<file path="src/rtl/si570_pkg.sv">
// si570_pkg -- shared definitions for the Si-570 frequency calculator.
//
// Holds the FPU opcodes, the Si-570 register field layout, the legal HS_DIV
// values in search order, the controller state encoding, the double-precision
// bit pattern for 2^28 and the step sequencing helper used by the FPU phase.
package si570_pkg;

    // FPU opcodes
    localparam logic [2:0] OP_NONE     = 3'd0;
    localparam logic [2:0] OP_TO_FLOAT = 3'd1;
    localparam logic [2:0] OP_TO_INT   = 3'd2;
    localparam logic [2:0] OP_MUL      = 3'd3;
    localparam logic [2:0] OP_DIV      = 3'd4;

    // Packed register set {HS_DIV_REG, N1_REG, RFREQ}
    localparam int HS_W      = 3;
    localparam int N1_W      = 7;
    localparam int RFREQ_W   = 38;
    localparam int RFREQ_LSB = 0;
    localparam int N1_LSB    = RFREQ_LSB + RFREQ_W;
    localparam int HS_LSB    = N1_LSB + N1_W;
    localparam int REGS_W    = HS_LSB + HS_W;

    // Legal HS_DIV values, index 0 (LSBs) searched first: 11, 9, 7, 6, 5, 4
    localparam int HS_COUNT = 6;
    localparam logic [HS_COUNT*4-1:0] HS_DIV_LIST = {4'd4, 4'd5, 4'd6, 4'd7, 4'd9, 4'd11};

    // IEEE-754 double for 2^28 (exponent 1023 + 28)
    localparam logic [63:0] FP_TWO_POW_28 = 64'h41B0_0000_0000_0000;

    // FPU sequence length and the steps that become redundant once the
    // crystal frequency and 2^28 are cached: 1, 2, 4, 6, 7, 8, 10
    localparam logic [3:0]  LAST_STEP   = 4'd13;
    localparam logic [15:0] CACHED_SKIP = 16'h05D6;

    typedef enum logic [1:0] {
        ST_IDLE,
        ST_SEARCH,
        ST_ISSUE,
        ST_WAIT
    } calc_state_t;

    function automatic logic [3:0] hs_div_at(input logic [2:0] idx);
        return HS_DIV_LIST[4*int'(idx) +: 4];
    endfunction

    // Next FPU step after cur; with the cache in use, skipped steps are
    // stepped over (at most three in a row, so four probes suffice).
    function automatic logic [3:0] next_step(input logic [3:0] cur, input logic use_cache);
        logic [3:0] s;
        s = cur + 4'd1;
        for (int i = 0; i < 4; i++) begin
            if (use_cache && CACHED_SKIP[s]) begin
                s = s + 4'd1;
            end
        end
        return s;
    endfunction

endpackage

</file>
<file path="src/rtl/si570_divider_search.sv">
// si570_divider_search -- finds the HS_DIV/N1 pair giving the lowest legal DCO.
//
// Ports:
//   clk, reset        clock, synchronous active-high reset
//   start             one-cycle strobe, samples target (ignored while active)
//   target [31:0]     desired output frequency in Hz
//   done              one-cycle strobe at the end of the search
//   found             a legal pair exists (valid with done)
//   hs_div [3:0]      chosen HS_DIV value (4..11)
//   n1 [7:0]          chosen N1 value (1 or even 2..128)
//
// One candidate per cycle. For each HS_DIV (11,9,7,6,5,4) N1 walks 1,2,4,..,128
// and the pass ends at the first fdco reaching FDCO_MIN_HZ; that fdco is kept
// only if it is within FDCO_MAX_HZ and strictly below the best so far.
module si570_divider_search
    import si570_pkg::*;
#(
    parameter logic [42:0] FDCO_MIN_HZ = 43'd4850000000,
    parameter logic [42:0] FDCO_MAX_HZ = 43'd5670000000
) (
    input  logic        clk,
    input  logic        reset,
    input  logic        start,
    input  logic [31:0] target,
    output logic        done,
    output logic        found,
    output logic [3:0]  hs_div,
    output logic [7:0]  n1
);

    logic        active_reg;
    logic [2:0]  hs_idx_reg;
    logic [7:0]  n1_reg;
    logic [31:0] target_reg;
    logic [42:0] best_fdco_reg;

    logic [3:0]  cand_hs;
    logic [10:0] div_prod;
    logic [42:0] fdco;
    logic        hit;
    logic        better;
    logic        last_n1;
    logic        last_hs;

    always_comb begin
        cand_hs  = hs_div_at(hs_idx_reg);
        div_prod = {7'd0, cand_hs} * {3'd0, n1_reg};
        // 32-bit target times at most 11*128 always fits in 43 bits
        fdco     = {11'd0, target_reg} * {32'd0, div_prod};
        hit      = (fdco >= FDCO_MIN_HZ);
        better   = hit && (fdco <= FDCO_MAX_HZ) && (fdco < best_fdco_reg);
        last_n1  = (n1_reg == 8'd128);
        last_hs  = (hs_idx_reg == 3'(HS_COUNT - 1));
    end

    always_ff @(posedge clk) begin
        if (reset) begin
            active_reg    <= 1'b0;
            hs_idx_reg    <= '0;
            n1_reg        <= 8'd1;
            target_reg    <= '0;
            best_fdco_reg <= '1;
            done          <= 1'b0;
            found         <= 1'b0;
            hs_div        <= '0;
            n1            <= '0;
        end else begin
            done <= 1'b0;
            if (!active_reg) begin
                if (start) begin
                    active_reg    <= 1'b1;
                    target_reg    <= target;
                    hs_idx_reg    <= '0;
                    n1_reg        <= 8'd1;
                    best_fdco_reg <= '1;
                    found         <= 1'b0;
                end
            end else begin
                if (better) begin
                    best_fdco_reg <= fdco;
                    found         <= 1'b1;
                    hs_div        <= cand_hs;
                    n1            <= n1_reg;
                end
                if (hit || last_n1) begin
                    n1_reg <= 8'd1;
                    if (last_hs) begin
                        active_reg <= 1'b0;
                        done       <= 1'b1;
                    end else begin
                        hs_idx_reg <= hs_idx_reg + 3'd1;
                    end
                end else begin
                    // N1 legal values: 1, then the even numbers up to 128
                    n1_reg <= (n1_reg == 8'd1) ? 8'd2 : n1_reg + 8'd2;
                end
            end
        end
    end

endmodule

</file>
<file path="src/rtl/si570_freq_calc.sv">
// si570_freq_calc -- computes a full Si-570 register set for a target frequency.
//
// Ports:
//   clk, reset            clock, synchronous active-high reset
//   start                 one-cycle strobe, ignored while busy
//   target_hz [31:0]      desired output frequency (sampled on start)
//   si570_regs_in [47:0]  factory startup {HS_DIV_REG, N1_REG, RFREQ}
//   busy                  high from the cycle after start until done/error
//   done / error          one-cycle completion strobes
//   si570_regs_out [47:0] new {HS_DIV_REG, N1_REG, RFREQ}, held until next done
//   A, B, OP              operands and single-cycle opcode to the shared FPU
//   RESULT, fpu_done      FPU result and completion strobe
//
// Optional build macro SI570_XTAL_CACHE_EN: keeps the crystal frequency and
// float(2^28) after the first successful run; later runs then skip the seven
// FPU steps that only depend on the startup registers and ignore si570_regs_in.
module si570_freq_calc
    import si570_pkg::*;
#(
    parameter logic [31:0] STARTUP_HZ  = 32'd156250000,
    parameter logic [42:0] FDCO_MIN_HZ = 43'd4850000000,
    parameter logic [42:0] FDCO_MAX_HZ = 43'd5670000000,
    parameter int          FRAC_BITS   = 28
) (
    input  logic        clk,
    input  logic        reset,
    input  logic        start,
    input  logic [31:0] target_hz,
    input  logic [47:0] si570_regs_in,
    output logic        busy,
    output logic        done,
    output logic        error,
    output logic [47:0] si570_regs_out,
    output logic [63:0] A,
    output logic [63:0] B,
    output logic [2:0]  OP,
    input  logic [63:0] RESULT,
    input  logic        fpu_done
);

    calc_state_t state_reg;
    logic [3:0]  step_reg;
    logic [31:0] target_reg;
    logic [3:0]  old_hs_reg;
    logic [7:0]  old_n1_reg;
    logic [RFREQ_W-1:0] old_rfreq_reg;
    logic [3:0]  new_hs_reg;
    logic [7:0]  new_n1_reg;
    logic        search_start_reg;

    // Intermediate doubles, named after the value they hold
    logic [63:0] fp_2p28_reg, fp_startup_reg, fp_target_reg, fp_old_prod_reg;
    logic [63:0] fp_new_prod_reg, fp_old_rfreq_reg, fp_old_fdco_reg;
    logic [63:0] fp_new_fdco_reg, fp_xtal_reg, fp_ratio_reg;

    logic        search_done, search_found;
    logic [3:0]  search_hs;
    logic [7:0]  search_n1;
    logic [10:0] old_prod, new_prod;
    logic [2:0]  op_sel;
    logic [63:0] a_sel, b_sel;
    logic        rfreq_ovf;
    logic        use_cache;

    si570_divider_search #(
        .FDCO_MIN_HZ (FDCO_MIN_HZ),
        .FDCO_MAX_HZ (FDCO_MAX_HZ)
    ) u_search (
        .clk    (clk),
        .reset  (reset),
        .start  (search_start_reg),
        .target (target_reg),
        .done   (search_done),
        .found  (search_found),
        .hs_div (search_hs),
        .n1     (search_n1)
    );

    assign old_prod  = {3'd0, old_n1_reg} * {7'd0, old_hs_reg};
    assign new_prod  = {3'd0, new_n1_reg} * {7'd0, new_hs_reg};
    assign rfreq_ovf = |RESULT[63:RFREQ_W];

`ifdef SI570_XTAL_CACHE_EN
    logic cache_valid_reg;

    always_ff @(posedge clk) begin
        if (reset) begin
            cache_valid_reg <= 1'b0;
        end else if (state_reg == ST_WAIT && fpu_done && step_reg == LAST_STEP && !rfreq_ovf) begin
            cache_valid_reg <= 1'b1;
        end
    end

    assign use_cache = cache_valid_reg;
`else
    assign use_cache = 1'b0;
`endif

    // Operand/opcode selection for the current FPU step
    always_comb begin
        op_sel = OP_NONE;
        a_sel  = '0;
        b_sel  = '0;
        case (step_reg)
            4'd1:  begin op_sel = OP_TO_FLOAT; a_sel = 64'd1 << FRAC_BITS;   end
            4'd2:  begin op_sel = OP_TO_FLOAT; a_sel = 64'(STARTUP_HZ);      end
            4'd3:  begin op_sel = OP_TO_FLOAT; a_sel = 64'(target_reg);      end
            4'd4:  begin op_sel = OP_TO_FLOAT; a_sel = 64'(old_prod);        end
            4'd5:  begin op_sel = OP_TO_FLOAT; a_sel = 64'(new_prod);        end
            4'd6:  begin op_sel = OP_TO_FLOAT; a_sel = 64'(old_rfreq_reg);   end
            4'd7:  begin op_sel = OP_DIV; a_sel = fp_old_rfreq_reg; b_sel = fp_2p28_reg;      end
            4'd8:  begin op_sel = OP_MUL; a_sel = fp_startup_reg;   b_sel = fp_old_prod_reg;  end
            4'd9:  begin op_sel = OP_MUL; a_sel = fp_target_reg;    b_sel = fp_new_prod_reg;  end
            4'd10: begin op_sel = OP_DIV; a_sel = fp_old_fdco_reg;  b_sel = fp_old_rfreq_reg; end
            4'd11: begin op_sel = OP_DIV; a_sel = fp_new_fdco_reg;  b_sel = fp_xtal_reg;      end
            4'd12: begin op_sel = OP_MUL; a_sel = fp_ratio_reg;     b_sel = fp_2p28_reg;      end
            4'd13: begin op_sel = OP_TO_INT; a_sel = fp_ratio_reg;  end
            default: ;
        endcase
    end

    always_ff @(posedge clk) begin
        if (reset) begin
            state_reg        <= ST_IDLE;
            step_reg         <= '0;
            target_reg       <= '0;
            old_hs_reg       <= '0;
            old_n1_reg       <= '0;
            old_rfreq_reg    <= '0;
            new_hs_reg       <= '0;
            new_n1_reg       <= '0;
            search_start_reg <= 1'b0;
            fp_2p28_reg      <= FP_TWO_POW_28;
            fp_startup_reg   <= '0;
            fp_target_reg    <= '0;
            fp_old_prod_reg  <= '0;
            fp_new_prod_reg  <= '0;
            fp_old_rfreq_reg <= '0;
            fp_old_fdco_reg  <= '0;
            fp_new_fdco_reg  <= '0;
            fp_xtal_reg      <= '0;
            fp_ratio_reg     <= '0;
            busy             <= 1'b0;
            done             <= 1'b0;
            error            <= 1'b0;
            si570_regs_out   <= '0;
            A                <= '0;
            B                <= '0;
            OP               <= OP_NONE;
        end else begin
            done             <= 1'b0;
            error            <= 1'b0;
            OP               <= OP_NONE;
            search_start_reg <= 1'b0;
            case (state_reg)
                ST_IDLE: begin
                    if (start) begin
                        target_reg       <= target_hz;
                        old_hs_reg       <= {1'b0, si570_regs_in[HS_LSB +: HS_W]} + 4'd4;
                        old_n1_reg       <= {1'b0, si570_regs_in[N1_LSB +: N1_W]} + 8'd1;
                        old_rfreq_reg    <= si570_regs_in[RFREQ_LSB +: RFREQ_W];
                        search_start_reg <= 1'b1;
                        busy             <= 1'b1;
                        state_reg        <= ST_SEARCH;
                    end
                end
                ST_SEARCH: begin
                    if (search_done) begin
                        if (search_found) begin
                            new_hs_reg <= search_hs;
                            new_n1_reg <= search_n1;
                            step_reg   <= next_step(4'd0, use_cache);
                            state_reg  <= ST_ISSUE;
                        end else begin
                            error     <= 1'b1;
                            busy      <= 1'b0;
                            state_reg <= ST_IDLE;
                        end
                    end
                end
                ST_ISSUE: begin
                    OP        <= op_sel;
                    A         <= a_sel;
                    B         <= b_sel;
                    state_reg <= ST_WAIT;
                end
                ST_WAIT: begin
                    if (fpu_done) begin
                        case (step_reg)
                            4'd1:  fp_2p28_reg      <= RESULT;
                            4'd2:  fp_startup_reg   <= RESULT;
                            4'd3:  fp_target_reg    <= RESULT;
                            4'd4:  fp_old_prod_reg  <= RESULT;
                            4'd5:  fp_new_prod_reg  <= RESULT;
                            4'd6:  fp_old_rfreq_reg <= RESULT;
                            4'd7:  fp_old_rfreq_reg <= RESULT;  // now RFREQ as a real ratio
                            4'd8:  fp_old_fdco_reg  <= RESULT;
                            4'd9:  fp_new_fdco_reg  <= RESULT;
                            4'd10: fp_xtal_reg      <= RESULT;
                            4'd11: fp_ratio_reg     <= RESULT;
                            4'd12: fp_ratio_reg     <= RESULT;  // scaled by 2^28
                            default: ;
                        endcase
                        if (step_reg == LAST_STEP) begin
                            if (rfreq_ovf) begin
                                error <= 1'b1;
                            end else begin
                                si570_regs_out <= {3'(new_hs_reg - 4'd4), 7'(new_n1_reg - 8'd1),
                                                   RESULT[RFREQ_W-1:0]};
                                done           <= 1'b1;
                            end
                            busy      <= 1'b0;
                            state_reg <= ST_IDLE;
                        end else begin
                            step_reg  <= next_step(step_reg, use_cache);
                            state_reg <= ST_ISSUE;
                        end
                    end
                end
                default: state_reg <= ST_IDLE;
            endcase
        end
    end

endmodule

</file>
<file path="config.mk">
export PLATFORM = sky130hd
export DESIGN_NAME = si570_freq_calc
export DESIGN_NICKNAME = d
export VERILOG_FILES = /design/src/rtl/si570_pkg.sv /design/src/rtl/si570_divider_search.sv /design/src/rtl/si570_freq_calc.sv
export SDC_FILE = /design/constraint.sdc
export NUM_CORES = 2
export LEC_CHECK = 0
export CORE_AREA = 2 2 362 364
export DETAILED_ROUTE_END_ITERATION = 10
export DIE_AREA = 0 0 364 366
export PLACE_DENSITY = 0.64
export SETUP_SLACK_MARGIN = 0.5
export SYNTH_ARGS = -nofsm -noshare
export SYNTH_HDL_FRONTEND = slang
export SYNTH_SLANG_ARGS = --single-unit
</file>
<file path="constraint.sdc">
create_clock -name clk -period 15.1 [get_ports clk]
set_input_delay 2.265 -clock clk [delete_from_list [all_inputs] [get_ports clk]]
set_output_delay 2.265 -clock clk [all_outputs]
set_load 0.01 [all_outputs]
</file>
==> summary.md <==
| Metric | Value |
|---|---|
| Top cell by count, worst path | fa_1 |
| Deepest clock path buffer count | 3 |
| Rows | about 130 |
| Setup bufs post-CTS | 0 |
| Gr ovfl total | 0 |
| Clock skew | between 0.06 and 0.07 ns |
| CTS tree | done |
| Vias in the first global route | 48,990 |
| Initial antenna violation count | 12 |
| Comb power frac | between 4 and 5% |
| Crit Path Max Fanout | 32 |
| Clock network power share | 47.2% |
| Total track usage | 28.60% |
| Core Region | about 130,000 um^2 |
| Starting DRC count in detailed routing | just over 5,000 |
| Syn Inst Count | approximately 7,000 |
| Area added between synthesis and finish | 13.91% |
| Critical Path Start | u_search.hs_idx_reg[1] |
| Leak | 0.02283 uW |
| R2R setup slack | ~1.5 ns |
| TritonCTS Buffers | 108 |
| Rel. slew slack | 18.81% |
| Seq cells post-synth | ~1,000 |
| Clk pin slew, worst setup/hold paths | 0.07 ns |
| GP Congestion | 0.9012 |
| Via count | around 50,000 |
| Share of layout cells above drive strength 1 | 4.611% |
| Post-synthesis sequential area ratio | 37.14% |
| TNS Setup | 0 ns |
| Routed WL per cell | 22.20 um |
| Worst EP required | 15.69 ns |
| Register area | approximately 20,000 um^2 |
| # hold bufs at CTS | 0 |
| Most common cell after layout, fill and taps aside | nand2_1 |
| Post-synthesis async set-or-reset flop share | 0% |
| Period utilization | 90.04% |
| Area of placed instances | approximately 59,000 um^2 |
| Initial core utilization | 42.79% |
| Maxcap violations | 0 |
| Most frequent cells in the layout | 2,005 x nand2_1, 1,024 x dfxtp_1, 931 x a21oi_1, 383 x inv_1, 328 x clkdlybuf4s50_1 |
| DRC viols | 0 |
| Post-CTS sizing | 0 |
| Grt met1 use | 38.75% |
| Number of routed nets with antenna violations | 0 |
| Peak supply drop | 89.25 uV |
| Reg power frac | a little under half |
| Sw frac | 24.81% |
| Switching power | 1424 uW |
| Crit-path max cell delay | 0.80 ns |
| Worst-margin pin slew | 1.213 ns |
| Count of input and output buffers | roughly 330 |
| Die W | ~360 um |
| Netlist cell types | 93 |
| Drt total wl | 194,200 um |
| CTS H-tree depth | 3 |
| Syn. warnings | 0 |
| Fmax | between 70 and 80 MHz |
| Pins Over Slew Limit | 0 |
| Die span in y | 366 um |
| Fillers | around 12,000 |
| Largest net degree at the start of global routing | 214 |
| Worst hold margin | 0.4521 ns |
| Slowest stage cell on the critical path | xnor2_4 |
| CP endpoint kind | flip-flop |
| First-pass GRT wire length | 297,300 um |
| Routed vias/inst | 5.743 |
| Area occupied by multi-input gates | 31,350 um^2 |
| Internal power | 4314 uW |
| Met2 GRT Util | 45.10% |
| IO Pins | between 300 and 400 |
| PD cells | 91.25 nW/um^2 |
| RSZ-0062 raised after global routing | false |
| Crit path to | u_search.best_fdco_reg[32] |
| CP arrival | about 14 ns |
| Status | complete, no violations |
| Worst hold path class | reg2reg |
| Final net count | 7,547 |
| Post-synth EDFFs | 0 |
| Tmin final | between 10 and 15 ns |
| DR pass1 iterations | 6 |
| DIE AREA | 133,200 um^2 |
| Worst R2R Start | u_search.hs_idx_reg[1] |
| Reg2reg path depth | 44 |
| Ys flop type | dfxtp_1 |
| Dpl hpwl | 122,300 um |
| Synth Cell Area | 55,200 um^2 |
| Top Usage Layer GRT | met2 |
| CP Launch Type | flip-flop |
| Clk root buf | clkbuf_16 |
| Design area | around 63,000 um^2 |
| Fin. Hold Viols | 0 |
| CTS Sinks | 1,024 |
| R2r endpoint | u_search.best_fdco_reg[32] |
| Post-Syn Nets | 7,616 |
| Crit Path Category | reg2reg |
| Power consumption | approximately 5700 uW |
| Final Setup Violations | 0 |
| Clk Latency, worst-skew pair | 0.76 ns |
| GR Util met3 | 5.820% |
| Avg Inst Size Synth | between 7 and 8 um^2 |
-- area by class of cell --
cell class / instances / share of cell area, %
diodes: 3 / 0.01194
repair buffers: 395 / 6.093
inverters: 386 / 2.304
clock buffers: 154 / 4.893
multi-input cells: 5004 / 49.86
flip-flops and latches: 1024 / 32.60
clock inverters: 42 / 0.7661
well taps: 1742 / 3.466
-- Yosys cell counts, drive strengths merged, types with 4 or more instances --
library cell  number  share of area (%)
a2111oi            8               0.16
a211oi            46               0.65
a21o              39               0.55
a21oi            934                8.5
a221oi           132                2.1
a222oi            14               0.25
a22o              20               0.32
a22oi            175                2.4
a311oi            73                1.2
a31o               6               0.11
a31oi             28               0.34
a32o               4              0.073
and2             162                1.8
and3              28               0.32
and4               9               0.15
buf               47               0.42
clkbuf           527                3.6
dfxtp           1024                 37
fa               305                 11
ha               175                4.0
inv              384                2.6
mux2i             37               0.67
nand2           2013                 14
nand2b            36               0.41
nand3             85               0.77
nand3b             5              0.068
nand4             26               0.29
nor2             287                2.0
nor2b              6              0.068
nor3              44               0.44
nor4              25               0.28
o211ai            12               0.18
o21a               9               0.12
o21ai            112                1.0
o21bai            16               0.22
o31a               5              0.079
o31ai              6              0.091
or3               10               0.11
or3b               5              0.079
or4                5              0.082
xnor2             39               0.62
xor2              22               0.36
-- how the worst min path moves through the flow --
stage / slack (ns) / start / cells after the start / to
finish: 0.45 / si570_regs_out[11] / 2 / si570_regs_out[11]
global route: 0.47 / fp_xtal_reg[22] / 2 / fp_xtal_reg[22]
CTS: 0.45 / fp_target_reg[18] / 2 / fp_target_reg[18]
detailed placement: 0.44 / u_search.best_fdco_reg[32] / 1 / u_search.best_fdco_reg[32]
global placement: 0.44 / u_search.best_fdco_reg[32] / 1 / u_search.best_fdco_reg[32]
floorplan: 0.42 / u_search.best_fdco_reg[32] / 1 / u_search.best_fdco_reg[32]
-- per-layer routing --
metal | up-vias | share of wire (%) | routed length [um]
li1 | 23130 | - | -
met1 | 24430 | 42 | 81780
met2 | 2311 | 45 | 87170
met3 | 379 | 9.5 | 18540
met4 | 6 | 3.5 | 6701
met5 | - | 0.021 | 41
-- through the flow --
| step | worst slack, ns | util [%] | std cells |
|---|---|---|---|
| after detailed placement | 1.600 | 45.98 | 8551 |
| after floorplan | 4.159 | - | 6988 |
| after global placement | 1.846 | 45.98 | 8551 |
| final | 1.503 | 48.75 | 8750 |
| after global routing | 0.7678 | 48.75 | 8750 |
| after CTS | 1.571 | 48.74 | 8747 |
-- cells by family after synthesis --
kind of cell               after synthesis  synth area share, %
and+or+nand+nor                       2754                20.67
muxes                                   39               0.7117
buffers and inverters                  960                6.630
DFF                                   1024                37.14
adders and majority gates              480                15.03
AOI/OAI and AO/OA                     1670                18.84
xor gates and xnor gates                61               0.9815
-- critical path, delay by kind of cell, from the launching register on --
family,cells,cell delay [ns]
fa+ha+maj,11,4.91
compound gates,15,3.67
simple gates,10,2.98
buf+inv,7,0.67
xor+xnor,1,0.80
flops,1,0.38
-- power groups by stage --
stage	combinational, uW	clock [uW]	sequential [uW]
floorplan	170	0	2780
CTS	276	2740	2750
global placement	273	0	2810
detailed placement	275	0	2810
global route	302	2850	2750
finish	279	2710	2750
Power figures use the tool's default switching activity.
